### src/rtl/hazard_ctrl_pkg.sv
`default_nettype none
// ============================================================================
// Package : hazard_ctrl_pkg
// Brief   : Shared types and constants for the pipeline hazard sequencer.
// Rev     : 1.0  initial release
// ============================================================================
package hazard_ctrl_pkg;

  // Sequencer states: running, frozen on a data-memory wait, trapped.
  typedef enum logic [1:0] {
    ST_RUN      = 2'd0,
    ST_MEM_WAIT = 2'd1,
    ST_ERR      = 2'd2
  } hz_state_t;

  // Architectural zero register; a load to it never creates a dependency.
  localparam int unsigned REG_X0 = 0;

endpackage : hazard_ctrl_pkg
`default_nettype wire

### src/rtl/hazard_ctrl_sat_counter.sv
`default_nettype none
// ============================================================================
// Module : sat_counter
// Brief  : Up-counter that sticks at all-ones instead of wrapping.
// Rev    : 1.0  initial release
// ============================================================================
module sat_counter #(
  parameter int unsigned W = 32
) (
  input  logic         clk,
  input  logic         rst_n,
  input  logic         inc,
  input  logic         clear,
  output logic [W-1:0] q
);

  // Count up on inc, hold once every bit is set; clear wins over inc.
  always_ff @(posedge clk or negedge rst_n) begin
    if (!rst_n) begin
      q <= '0;
    end else if (clear) begin
      q <= '0;
    end else if (inc && (q != {W{1'b1}})) begin
      q <= q + W'(1);
    end
  end

endmodule : sat_counter
`default_nettype wire

### src/rtl/hazard_ctrl.sv
`default_nettype none
// ============================================================================
// Module : hazard_ctrl
// Brief  : 5-stage pipeline sequencer. Generates per-stage enable/flush for
//          load-use stalls, EX redirects and data-memory wait states, traps a
//          hung memory with a watchdog and keeps stall/flush perf counters.
// Rev    : 1.0  initial release
// ============================================================================
module hazard_ctrl
  import hazard_ctrl_pkg::*;
#(
  parameter int unsigned REG_AW      = 5,
  parameter int unsigned CNT_W       = 32,
  parameter int unsigned MEM_TIMEOUT = 64
) (
  input  logic              clk,
  input  logic              rst_n,
  input  logic [REG_AW-1:0] id_rs1,
  input  logic [REG_AW-1:0] id_rs2,
  input  logic              id_rs1_used,
  input  logic              id_rs2_used,
  input  logic [REG_AW-1:0] ex_rd,
  input  logic              ex_mem_rd_en,
  input  logic              ex_redirect,
  input  logic              mem_access,
  input  logic              dmem_ready,
  output logic              pc_en,
  output logic              pc_redirect,
  output logic              if_id_en,
  output logic              if_id_flush,
  output logic              id_ex_en,
  output logic              id_ex_flush,
  output logic              ex_mem_en,
  output logic              mem_wb_flush,
  output logic              mem_err,
  output logic [CNT_W-1:0]  stall_cnt,
  output logic [CNT_W-1:0]  flush_cnt
);

  // Wait counter must be able to hold MEM_TIMEOUT.
  localparam int unsigned     WCW       = $clog2(MEM_TIMEOUT + 1);
  // Last wait count still tolerated before the watchdog fires.
  localparam logic [WCW-1:0]  WAIT_LAST = WCW'(MEM_TIMEOUT - 1);

  hz_state_t      state;
  hz_state_t      state_nxt;
  logic [WCW-1:0] wait_cnt;
  logic [WCW-1:0] wait_cnt_nxt;
  logic           mem_err_nxt;

  logic           mem_stall;
  logic           load_use;
  logic           frozen;

  assign mem_stall = mem_access & ~dmem_ready;

  assign load_use  = ex_mem_rd_en && (ex_rd != REG_AW'(REG_X0)) &&
                     ((id_rs1_used && (id_rs1 == ex_rd)) ||
                      (id_rs2_used && (id_rs2 == ex_rd)));

  // The whole pipe holds while an access is outstanding and not yet ready.
  assign frozen = ((state == ST_RUN) && mem_stall) ||
                  ((state == ST_MEM_WAIT) && !dmem_ready);

  // State, watchdog count and sticky error flag.
  always_ff @(posedge clk or negedge rst_n) begin
    if (!rst_n) begin
      state    <= ST_RUN;
      wait_cnt <= '0;
      mem_err  <= 1'b0;
    end else begin
      state    <= state_nxt;
      wait_cnt <= wait_cnt_nxt;
      mem_err  <= mem_err_nxt;
    end
  end

  // Next-state logic and per-stage control, prioritised err > wait > redirect > load-use.
  always_comb begin
    state_nxt    = state;
    wait_cnt_nxt = wait_cnt;
    mem_err_nxt  = mem_err;

    pc_en        = 1'b1;
    pc_redirect  = 1'b0;
    if_id_en     = 1'b1;
    if_id_flush  = 1'b0;
    id_ex_en     = 1'b1;
    id_ex_flush  = 1'b0;
    ex_mem_en    = 1'b1;
    mem_wb_flush = 1'b0;

    case (state)
      ST_RUN: begin
        if (mem_stall) begin
          if (MEM_TIMEOUT <= 1) begin
            state_nxt    = ST_ERR;
            mem_err_nxt  = 1'b1;
            wait_cnt_nxt = '0;
          end else begin
            state_nxt    = ST_MEM_WAIT;
            wait_cnt_nxt = WCW'(1);
          end
        end
      end
      ST_MEM_WAIT: begin
        if (dmem_ready) begin
          state_nxt    = ST_RUN;
          wait_cnt_nxt = '0;
        end else if (wait_cnt >= WAIT_LAST) begin
          state_nxt    = ST_ERR;
          mem_err_nxt  = 1'b1;
        end else begin
          wait_cnt_nxt = wait_cnt + WCW'(1);
        end
      end
      ST_ERR: begin
        state_nxt = ST_ERR;
      end
      default: begin
        state_nxt    = ST_RUN;
        wait_cnt_nxt = '0;
      end
    endcase

    if (!rst_n) begin
      // Hold every stage and bubble the pipe while reset is asserted.
      pc_en        = 1'b0;
      if_id_en     = 1'b0;
      id_ex_en     = 1'b0;
      ex_mem_en    = 1'b0;
      if_id_flush  = 1'b1;
      id_ex_flush  = 1'b1;
      mem_wb_flush = 1'b1;
    end else if (state == ST_ERR) begin
      pc_en        = 1'b0;
      if_id_en     = 1'b0;
      id_ex_en     = 1'b0;
      ex_mem_en    = 1'b0;
    end else if (frozen) begin
      // MEM/WB bubbles so the frozen MEM instr is not written back twice.
      pc_en        = 1'b0;
      if_id_en     = 1'b0;
      id_ex_en     = 1'b0;
      ex_mem_en    = 1'b0;
      mem_wb_flush = 1'b1;
    end else if (ex_redirect) begin
      // Younger instrs in IF and ID are wrong-path; any load-use is moot.
      pc_redirect  = 1'b1;
      if_id_flush  = 1'b1;
      id_ex_flush  = 1'b1;
    end else if (load_use) begin
      pc_en        = 1'b0;
      if_id_en     = 1'b0;
      id_ex_flush  = 1'b1;
    end
  end

  sat_counter #(
    .W(CNT_W)
  ) u_stall_cnt (
    .clk   (clk),
    .rst_n (rst_n),
    .inc   (~pc_en & rst_n),
    .clear (1'b0),
    .q     (stall_cnt)
  );

  sat_counter #(
    .W(CNT_W)
  ) u_flush_cnt (
    .clk   (clk),
    .rst_n (rst_n),
    .inc   (pc_redirect),
    .clear (1'b0),
    .q     (flush_cnt)
  );

endmodule : hazard_ctrl
`default_nettype wire

### config.mk
export PLATFORM = sky130hd
export DESIGN_NAME = hazard_ctrl
export DESIGN_NICKNAME = d
export VERILOG_FILES = /design/src/rtl/hazard_ctrl_pkg.sv /design/src/rtl/hazard_ctrl_sat_counter.sv /design/src/rtl/hazard_ctrl.sv
export SDC_FILE = /design/constraint.sdc
export NUM_CORES = 1
export LEC_CHECK = 0
export ABC_AREA = 1
export CORE_MARGIN = 1
export CORE_UTILIZATION = 40
export DETAILED_ROUTE_END_ITERATION = 8
export GPL_TIMING_DRIVEN = 0
export HOLD_SLACK_MARGIN = 0.05
export PLACE_DENSITY = 0.74
export SETUP_SLACK_MARGIN = 0.4
export SYNTH_ARGS = -nofsm -noshare
export SYNTH_HDL_FRONTEND = slang
export SYNTH_SLANG_ARGS = --single-unit
### constraint.sdc
create_clock -name clk -period 2.5 [get_ports clk]
set_clock_uncertainty 0.2 [all_clocks]
set_input_delay 0.375 -clock clk [delete_from_list [all_inputs] [get_ports clk]]
set_output_delay 0.375 -clock clk [all_outputs]
set_load 0.05 [all_outputs]
== Yosys cells after proc, flatten, opt, wreduce, memory -nomap -nowiden ==
Cells that the tools add are included.
Widths: inputs -> output; s select.

* Word-level logic and storage cells: 68
* Input port bits: 23
* Register bits after elaboration: 74

* Reductions and logical operators: 16
* Equality and inequality tests: 9
* $add $sub $neg: 3
* Bitwise operators: 5
* Order comparisons: 1
* Mux-type cells: 29

{| class="wikitable"
|+ Operators with widths
! operator !! count
|-
| $add 32x1->32 const B || 2
|-
| $ne 32x32->1 const B || 2
|-
| $mux 1 || 21
|-
| $mux 7 || 3
|-
| $pmux 7 s3 || 1
|-
| $eq 5x5->1 || 2
|-
| $logic_and 1x1->1 || 8
|-
| $add 7x1->7 const B || 1
|-
| $ge 7x6->1 const B || 1
|-
| $mux 2 || 3
|-
| $pmux 2 s3 || 1
|-
| $reduce_and 3->1 || 2
|-
| $reduce_bool 5->1 || 1
|-
| $ne 3x2->1 const B || 1
|-
| $ne 3x3->1 const B || 1
|-
| $not 1->1 || 3
|-
| $and 1x1->1 || 2
|-
| $eq 2x1->1 const B || 1
|-
| $eq 2x2->1 const B || 1
|-
| $logic_not 2->1 || 1
|-
| $logic_or 1x1->1 || 2
|-
| $ne 2x2->1 const B || 1
|-
| $reduce_and 2->1 || 1
|-
| $logic_not 1->1 || 1
|}

== Depth between registers and ports, before layout ==
Gate-level depths: netlist of the first run.

* Depth after elaboration: 12
* Gate-level depth with buffers: 12
* Mapped depth without buffers: 11

== Hierarchy ==
A second synthesis of the first run with hierarchy kept.

* Cells, all modules: 827
* Area total of the unflattened synthesis: 5,380.2 um2

{| class="wikitable"
|+ By module, submodules not included
! module !! sequential area each (um2) !! times used !! cells each !! area each (um2)
|-
| sat_counter || 800.8 || 2 || 345 || 2,243.4
|-
| hazard_ctrl || 250.2 || 1 || 137 || 893.4
|}

== Worst setup path before layout of the first run ==
Ideal clock, no wire load.

* Path kind: input to output
* Start point: input ex_rd[2]
* End point: output pc_en
* Arrival time: 2.295 ns
* Data required time: 1.925 ns
* Stages on the path: 9
* Path buffers: 2
* Path slack: -0.370 ns
* Cells stage by stage: inv_1 > nand4_1 > o21ai_0 > inv_1 > nand2_1 > nand2_1 > buf_2 > a21oi_1 > buf_4

* Word-level cells in the longest chain between the ends: 9
* Elaborated cells on any way between the ends: 13

{| class="wikitable"
|+ Ends and longest elaborated chain
! element !! RTL line !! RTL
|-
| start: declaration || hazard_ctrl.sv:22 || <nowiki>input logic [REG_AW-1:0] ex_rd,</nowiki>
|-
| $eq 5x5->1 (on tied branches) || hazard_ctrl.sv:58, hazard_ctrl.sv:59 ||
|-
| $logic_and 1x1->1 (on tied branches) || hazard_ctrl.sv:58, hazard_ctrl.sv:59 ||
|-
| $logic_or 1x1->1 || hazard_ctrl.sv:58 || <nowiki>((id_rs1_used && (id_rs1 == ex_rd)) ||</nowiki>
|-
| $logic_and 1x1->1 (*) || hazard_ctrl.sv:57 || <nowiki>assign load_use = ex_mem_rd_en && (ex_rd != REG_AW'(REG_X0)) &&</nowiki>
|-
| $mux 1 (*) (5 in series) || n/a ||
|-
| end: declaration || hazard_ctrl.sv:27 || <nowiki>output logic pc_en,</nowiki>
|}

Every way passes the cells marked *; elsewhere a longest branch is shown, timed or not.

== Worst setup path in the final report of the first run ==
* Start point: register state[0]
* End point: output pc_en

* Word-level cells in the longest chain between the ends: 6
* Elaborated cells on any way between the ends: 9

{| class="wikitable"
|+ Ends and longest elaborated chain
! element !! RTL line !! RTL
|-
| start: declaration || hazard_ctrl.sv:45 || <nowiki>hz_state_t state;</nowiki>
|-
| start signal: assignment || hazard_ctrl.sv:72 || <nowiki>state <= state_nxt;</nowiki>
|-
| $eq 2x1->1 / $logic_not 2->1 (equally long branches) || hazard_ctrl.sv:63, hazard_ctrl.sv:62 ||
|-
| $logic_and 1x1->1 (on tied branches) || hazard_ctrl.sv:63, hazard_ctrl.sv:62 ||
|-
| $logic_or 1x1->1 || hazard_ctrl.sv:62 || <nowiki>assign frozen = ((state == ST_RUN) && mem_stall) ||</nowiki>
|-
| $mux 1 || hazard_ctrl.sv:140 || <nowiki>end else if (frozen) begin</nowiki>
|-
| $mux 1 (*) || hazard_ctrl.sv:135 || <nowiki>end else if (state == ST_ERR) begin</nowiki>
|-
| $mux 1 (*) || hazard_ctrl.sv:126 || <nowiki>if (!rst_n) begin</nowiki>
|}

Marks and branches as above.

==> results of run 1 <==
==> routing by layer <==
metal  vias to the layer above  part of all wire (%)  track usage (%)  wire (um)
li1                       2707                     -                -          -
met4                         0                   1.6             8.74        245
met5                         -                     0                0          0
met2                       195                    45             38.3       7050
met3                        19                   6.8             5.08       1050
met1                      2512                    46             32.9       7240
==> state kept, by name, summed over array words and instances, names as in the netlist <==
signal and flops:
mem_err 1, wait_cnt 7, u_flush_cnt.q 32, state 2
u_stall_cnt.q 32
==> cell families after synthesis <==
family | after synthesis | synth area share (%)
fa+ha+maj | 3 | 0.741
simple gates | 533 | 45.2
xor+xnor | 39 | 6.74
compound gates | 30 | 3.16
flops | 74 | 36.5
buf+inv | 86 | 7.65
==> power groups by stage <==
stage / registers (mW) / clock network, mW / logic [mW]
floorplan: 1.43 / 0 / 0.150
global placement: 1.32 / 0 / 0.436
detailed placement: 1.32 / 0 / 0.444
CTS: 1.30 / 1.25 / 0.442
global route: 1.31 / 1.30 / 0.521
finish: 1.30 / 1.23 / 0.480
==> cell type report <==
class / count / area, um^2 / area share (%)
buffer: 21 / 231 / 3.19
clock buffer: 13 / 260 / 3.58
clock inverter: 3 / 15.0 / 0.207
inverter: 65 / 262 / 3.60
multi-input combinational: 605 / 3030 / 41.7
sequential: 74 / 1860 / 25.7
tap: 168 / 210 / 2.89
timing repair buffer: 138 / 1390 / 19.1
timing repair inverter: 1 / 8.76 / 0.121
==> worst max-delay path: stages (launching register included) <==
cell and delay [ns]:
dfrtp_2 0.44, inv_2 0.08, nor2_4 0.04, nand2_4 0.07, nand2_4 0.06, nor2_4 0.14
nand2_4 0.08, buf_8 0.12, a21oi_4 0.17, buf_6 0.13, buf_8 0.13
==> cells in the final DEF (no fill, tap or decap), types with 4 or more instances in the layout <==
| cell | Yosys | final |
|---|---|---|
| nand2_1 | 327 | 322 |
| nor2_1 | 101 | 97 |
| dlygate4sd2_1 | 0 | 80 |
| dfrtp_1 | 74 | 64 |
| inv_1 | 54 | 52 |
| nand4_1 | 38 | 38 |
| xor2_1 | 30 | 30 |
| buf_4 | 4 | 28 |
| nand3b_1 | 21 | 21 |
| nor3_1 | 15 | 15 |
| nand3_1 | 16 | 14 |
| buf_8 | 0 | 14 |
| buf_6 | 5 | 13 |
| clkbuf_16 | 0 | 13 |
| inv_2 | 10 | 11 |
| o21ai_1 | 11 | 10 |
| dfrtp_2 | 0 | 10 |
| o21ai_2 | 0 | 9 |
| xnor2_1 | 9 | 9 |
| nor2_4 | 1 | 7 |
| nand2_4 | 0 | 5 |
| o21ai_0 | 13 | 5 |
| nand3_4 | 1 | 4 |
| buf_2 | 8 | 4 |
| dlymetal6s2s_1 | 0 | 4 |
==> path summary, 6_finish.rpt <==
kind / depth (start not counted) / end / slack [ns]
setup reg to reg: 15 / u_flush_cnt.q[19]$_DFFE_PN0P_ / 0.25
hold reg to reg: 2 / mem_err$_DFFE_PN0P_ / 0.27
setup / recovery: 10 / pc_en / 0.12
hold / removal: 2 / mem_err$_DFFE_PN0P_ / 0.27
min in group asynchronous: 2 / u_stall_cnt.q[4]$_DFFE_PN0P_ / 0.52
max in group asynchronous: 2 / u_stall_cnt.q[22]$_DFFE_PN0P_ / 1.06
==> what timing repair did <==
item                       in CTS  in global routing
hold buffers                    4                  0
setup buffers                  19                 14
hold endpoints to repair       45                  0
setup endpoints to repair     133                 78
gates cloned                    1                  5
resized for setup             155                 66
pin swaps                      20                 21
==> summary.txt, run 1 <==
outcome = finished clean
clock sinks = 74
max cap viols = 0
Synth area leader = dfrtp_1
Placed Area = 6370 um^2
WS Path Type = reg -> out
PortBufs = 95
HP Start = mem_err$_DFFE_PN0P_
fin area = 7260 um^2
slew margin rel. = 43.8%
Yosys Warn Count = 0
post-synthesis average cell area = 6.62 um^2
TritonCTS buffer count = 9
Core Area = 12200 um^2
Worst-path clk slew = 0.06 ns
initial antenna violation count = 0
Int Power = 2.14 mW
Yosys cell types = 30
arrival time worst endpoint = 1.81 ns
Yosys top cell area share = 36.5%
crit share post-route = 95.2%
gr usage total = 24.3%
power density over the cells = 415 nW/um^2
Least-Margin Pin Slew = 0.840 ns
largest net degree at the start of global routing = 30
Hold Fails Final Rpt = 0
total gr overflow = 0
count leader, synth = nand2_1
Vias = 5433
Root Buffer = clkbuf_16
post-DR wirelength/cell = 14.3 um
main flop type after synthesis = dfrtp_1
CP required = 1.92 ns
dominant cells by area after synthesis = dfrtp_1, nand2_1, nor2_1, xor2_1, nand4_1
setup ws final = 0.119 ns
vias in the first global route = 4951
Pre-antenna DRT Iters = 5
Min Clock Period, post-route = 2.38 ns
Longest Clk Path Bufs = 2
Fin Hold WS = 0.265 ns
layout cell share with drive strength beyond 1 = 15.9%
htree depth = 3
# fillers = 1142
Rows = 40
sequential power share = 43.3%
Antenna Nets Post-Route = 0
Sw Ratio = 29.0%
Post-Syn Nets = 791
FF-to-FF Start = state[0]$_DFFE_PN0P_
routability cong. = 0.920
Synth Instances = 765
final wirelength = 15600 um
top cells by count, synth = nand2_1, nor2_1, dfrtp_1
number of synthesized flops with an enable pin = 0
cell count after placement = 1029
final setup violation count = 0
vias per cell = 4.99
unrepaired setup endpoints after global routing = yes
Comb pwr share = 15.9%
synth-to-layout area growth = 43.3%
fmax = 0.420 GHz
die height = 115 um
CTS tree = done
sequential area share after synthesis = 36.5%
dpl hpwl = 10900 um
crit path launch = state[0]$_DFFE_PN0P_
# DRC = 0
Worst Hold Class = reg -> reg
dpl ws = -0.872 ns
setup TNS = 0 ns
total power = 3.01 mW
startpoint types = flop
leakage = 3.72 nW
Async SR Flop Fraction = 100%
Ant. Diodes = 0
max-slew violation count = 0
first-pass GRT wire length = 24700 um
crit path max fanout = 3
Final Instance Count excl. Fillers = 1088
chip width = 115 um
clock share of power = 40.8%
Initial Utilization = 41.7%
Finished Core Util = 59.7%
Final Net Count = 941
Mapped Area = 5070 um^2
Starting DRT DRC Count = 425
overall die area = 13100 um^2
crit end category = output pin
P_sw = 0.874 mW
#FFs+latches synth = 74
IO Count = 96
maximum VDD drop = 0.265 mV
Worst-Skew Late Latency = 0.34 ns
Note: power is estimated with default switching activity, not from simulation.
==> run 2: changes to the inputs <==
- CAP_MARGIN: default -> 20
==> results of run 2 <==
No change in the layout: final DEF, timing and power equal those of run 1.
==> run 3: changes to the inputs <==
- MAX_ROUTING_LAYER: default -> met4
==> run 3 against run 2 <==
Hold slack better by 0.0023 ns. Via count down 1.3%. Final cell count down 0.46%. Die area is the same. Critical endpoint unchanged. Largest cell class unchanged. Highest routed layer unchanged.
==> summary.txt, run 3 (synthesis gave the netlist of run 1 again) <==
commonest non-fill, non-tap cell in the layout = nand2_1
WS Path Type = reg -> out
leakage = 3.65 nW (-1.8%)
slew margin rel. = 39.0% (-4.8 points)
Hold Fails Final Rpt = 0 (unchanged)
gr usage total = 24.7% (+0.44 points)
Ant. Diodes = 0 (unchanged)
vias per cell = 4.95 (-0.85%)
Worst-path clk slew = 0.06 ns (about the same)
Vias = 5362 (-1.3%)
hold path endpoint = mem_err$_DFFE_PN0P_
Core Area = 12200 um^2 (unchanged)
post-DR wirelength/cell = 13.8 um (-3.8%)
# fillers = 1161 (+1.7%)
fin area = 7180 um^2 (-1.2%)
fmax = 0.423 GHz (+0.74%)
dpl ws = -0.845 ns (+0.0265 ns)
CTS tree = done
total gr overflow = 0 (unchanged)
Root Buffer = clkbuf_16
reg2reg end = u_flush_cnt.q[8]$_DFFE_PN0P_
PortBufs = 95 (unchanged)
total power = 3.24 mW (+7.5%)
synth-to-layout area growth = 41.6%
Largest regs = u_flush_cnt.q (32), u_stall_cnt.q (32), wait_cnt (7)
FF-to-FF setup slack = 0.41 ns (+0.16 ns)
setup TNS = 0 ns (unchanged)
hold path depth = 2 (unchanged)
Longest Clk Path Bufs = 2 (unchanged)
HP Start = mem_err$_DFFE_PN0P_
area of the multi-input gates = 3020 um^2 (-0.33%)
Antenna Nets Post-Route = 0 (unchanged)
arrival time worst endpoint = 1.79 ns (-0.02 ns)
clock sinks = 74 (unchanged)
die height = 115 um (unchanged)
unrepaired setup endpoints after global routing = yes
Final Net Count = 936 (-0.53%)
cell count after placement = 1029 (unchanged)
Rows = 40 (unchanged)
Worst Hold Class = reg -> reg
Final Instance Count excl. Fillers = 1083 (-0.46%)
Starting DRT DRC Count = 344 (-19%)
Min Clock Period, post-route = 2.36 ns (-0.0175 ns)
dpl hpwl = 10800 um (-1.3%)
Placed Area = 6370 um^2 (unchanged)
TritonCTS buffer count = 9 (unchanged)
crit end category = output pin
max cap viols = 0 (unchanged)
Least-Margin Pin Slew = 0.912 ns (+0.0720 ns)
setup ws final = 0.137 ns (+0.0175 ns)
CP required = 1.92 ns (about the same)
IO Count = 96 (unchanged)
routability cong. = 0.931 (+1.2%)
vias in the first global route = 5029 (+1.6%)
FF-to-FF Start = state[0]$_DFFE_PN0P_
commonest non-fill, non-tap cells in the layout = nand2_1, nor2_1, dlygate4sd2_1
max-slew violation count = 0 (unchanged)
outcome = finished clean
final setup violation count = 0 (unchanged)
Pre-antenna DRT Iters = 5 (unchanged)
maximum VDD drop = 0.306 mV (+16%)
crit share post-route = 94.5% (-0.70 points)
chip width = 115 um (unchanged)
Initial Utilization = 41.7% (unchanged)
cells on worst reg2reg path = 13 (-2)
layout cell share with drive strength beyond 1 = 16.2% (+0.31 points)
Finished Core Util = 59.0% (-0.70 points)
final wirelength = 14900 um (-4.2%)
initial antenna violation count = 0 (unchanged)
Sequential Area = 1870 um^2 (+0.40%)
overall die area = 13100 um^2 (unchanged)
Worst-Skew Late Latency = 0.34 ns (about the same)
power density over the cells = 451 nW/um^2 (+8.8%)
Fin Hold WS = 0.267 ns (+0.00234 ns)
htree depth = 3 (unchanged)
crit path max fanout = 3 (unchanged)
# DRC = 0 (unchanged)
largest net degree at the start of global routing = 30 (unchanged)
startpoint types = flop
first-pass GRT wire length = 24300 um (-1.4%)
-- run 3: layer usage --
layer	up-vias	global-route usage [%]	share of wire, %
met2	190	38.1	45
met3	24	4.92	6.4
li1	2719	-	-
met4	0	8.57	2.0
met1	2429	32.4	47
met5	-	-	0
-- run 3: power by group --
part           switching, mW  internal [mW]
sequential            0.0639           1.24
combinational          0.298          0.178
clock                  0.508          0.954
total                  0.870           2.37
-- run 3: how the worst max path moves through the flow --
stage | endpoint | cells after the start | slack, ns | start
finish | pc_en | 10 | 0.14 | state[0]$_DFFE_PN0P_
global route | pc_en | 10 | 0.09 | state[0]$_DFFE_PN0P_
CTS | pc_en | 9 | 0.16 | state[1]$_DFFE_PN0P_
detailed placement | id_ex_flush | 11 | -0.85 | dmem_ready
global placement | pc_en | 5 | -3.37 | rst_n
floorplan | pc_en | 9 | 0.29 | state[0]$_DFFE_PN0P_
-- run 3: worst max-delay path, cell delays in order (launching register included) --
cell,delay (ns)
dfrtp_1,0.41
inv_2,0.08
nor2_4,0.05
nand2_4,0.07
nand2_4,0.05
nor2_4,0.15
nand2_4,0.07
buf_8,0.12
a21oi_4,0.19
buf_6,0.12
buf_8,0.13
-- run 3: what timing repair did --
action | 4_1_cts | 5_1_grt
pin swaps | 20 | 20
hold buffers | 4 | 0
hold endpoints to repair | 45 | 0
cloned | 1 | 1
buffers inserted | 18 | 14
resized for setup | 154 | 59
endpoints found under the setup margin | 134 | 79
-- run 3: cell type report --
cell class                 count  area share (%)
clock inverter                 4            1.01
timing repair buffer         134            17.7
sequential                    74            26.1
buffer                        21            2.93
tap                          168            2.93
multi-input combinational    605            42.0
clock buffer                  12            3.71
inverter                      65            3.64
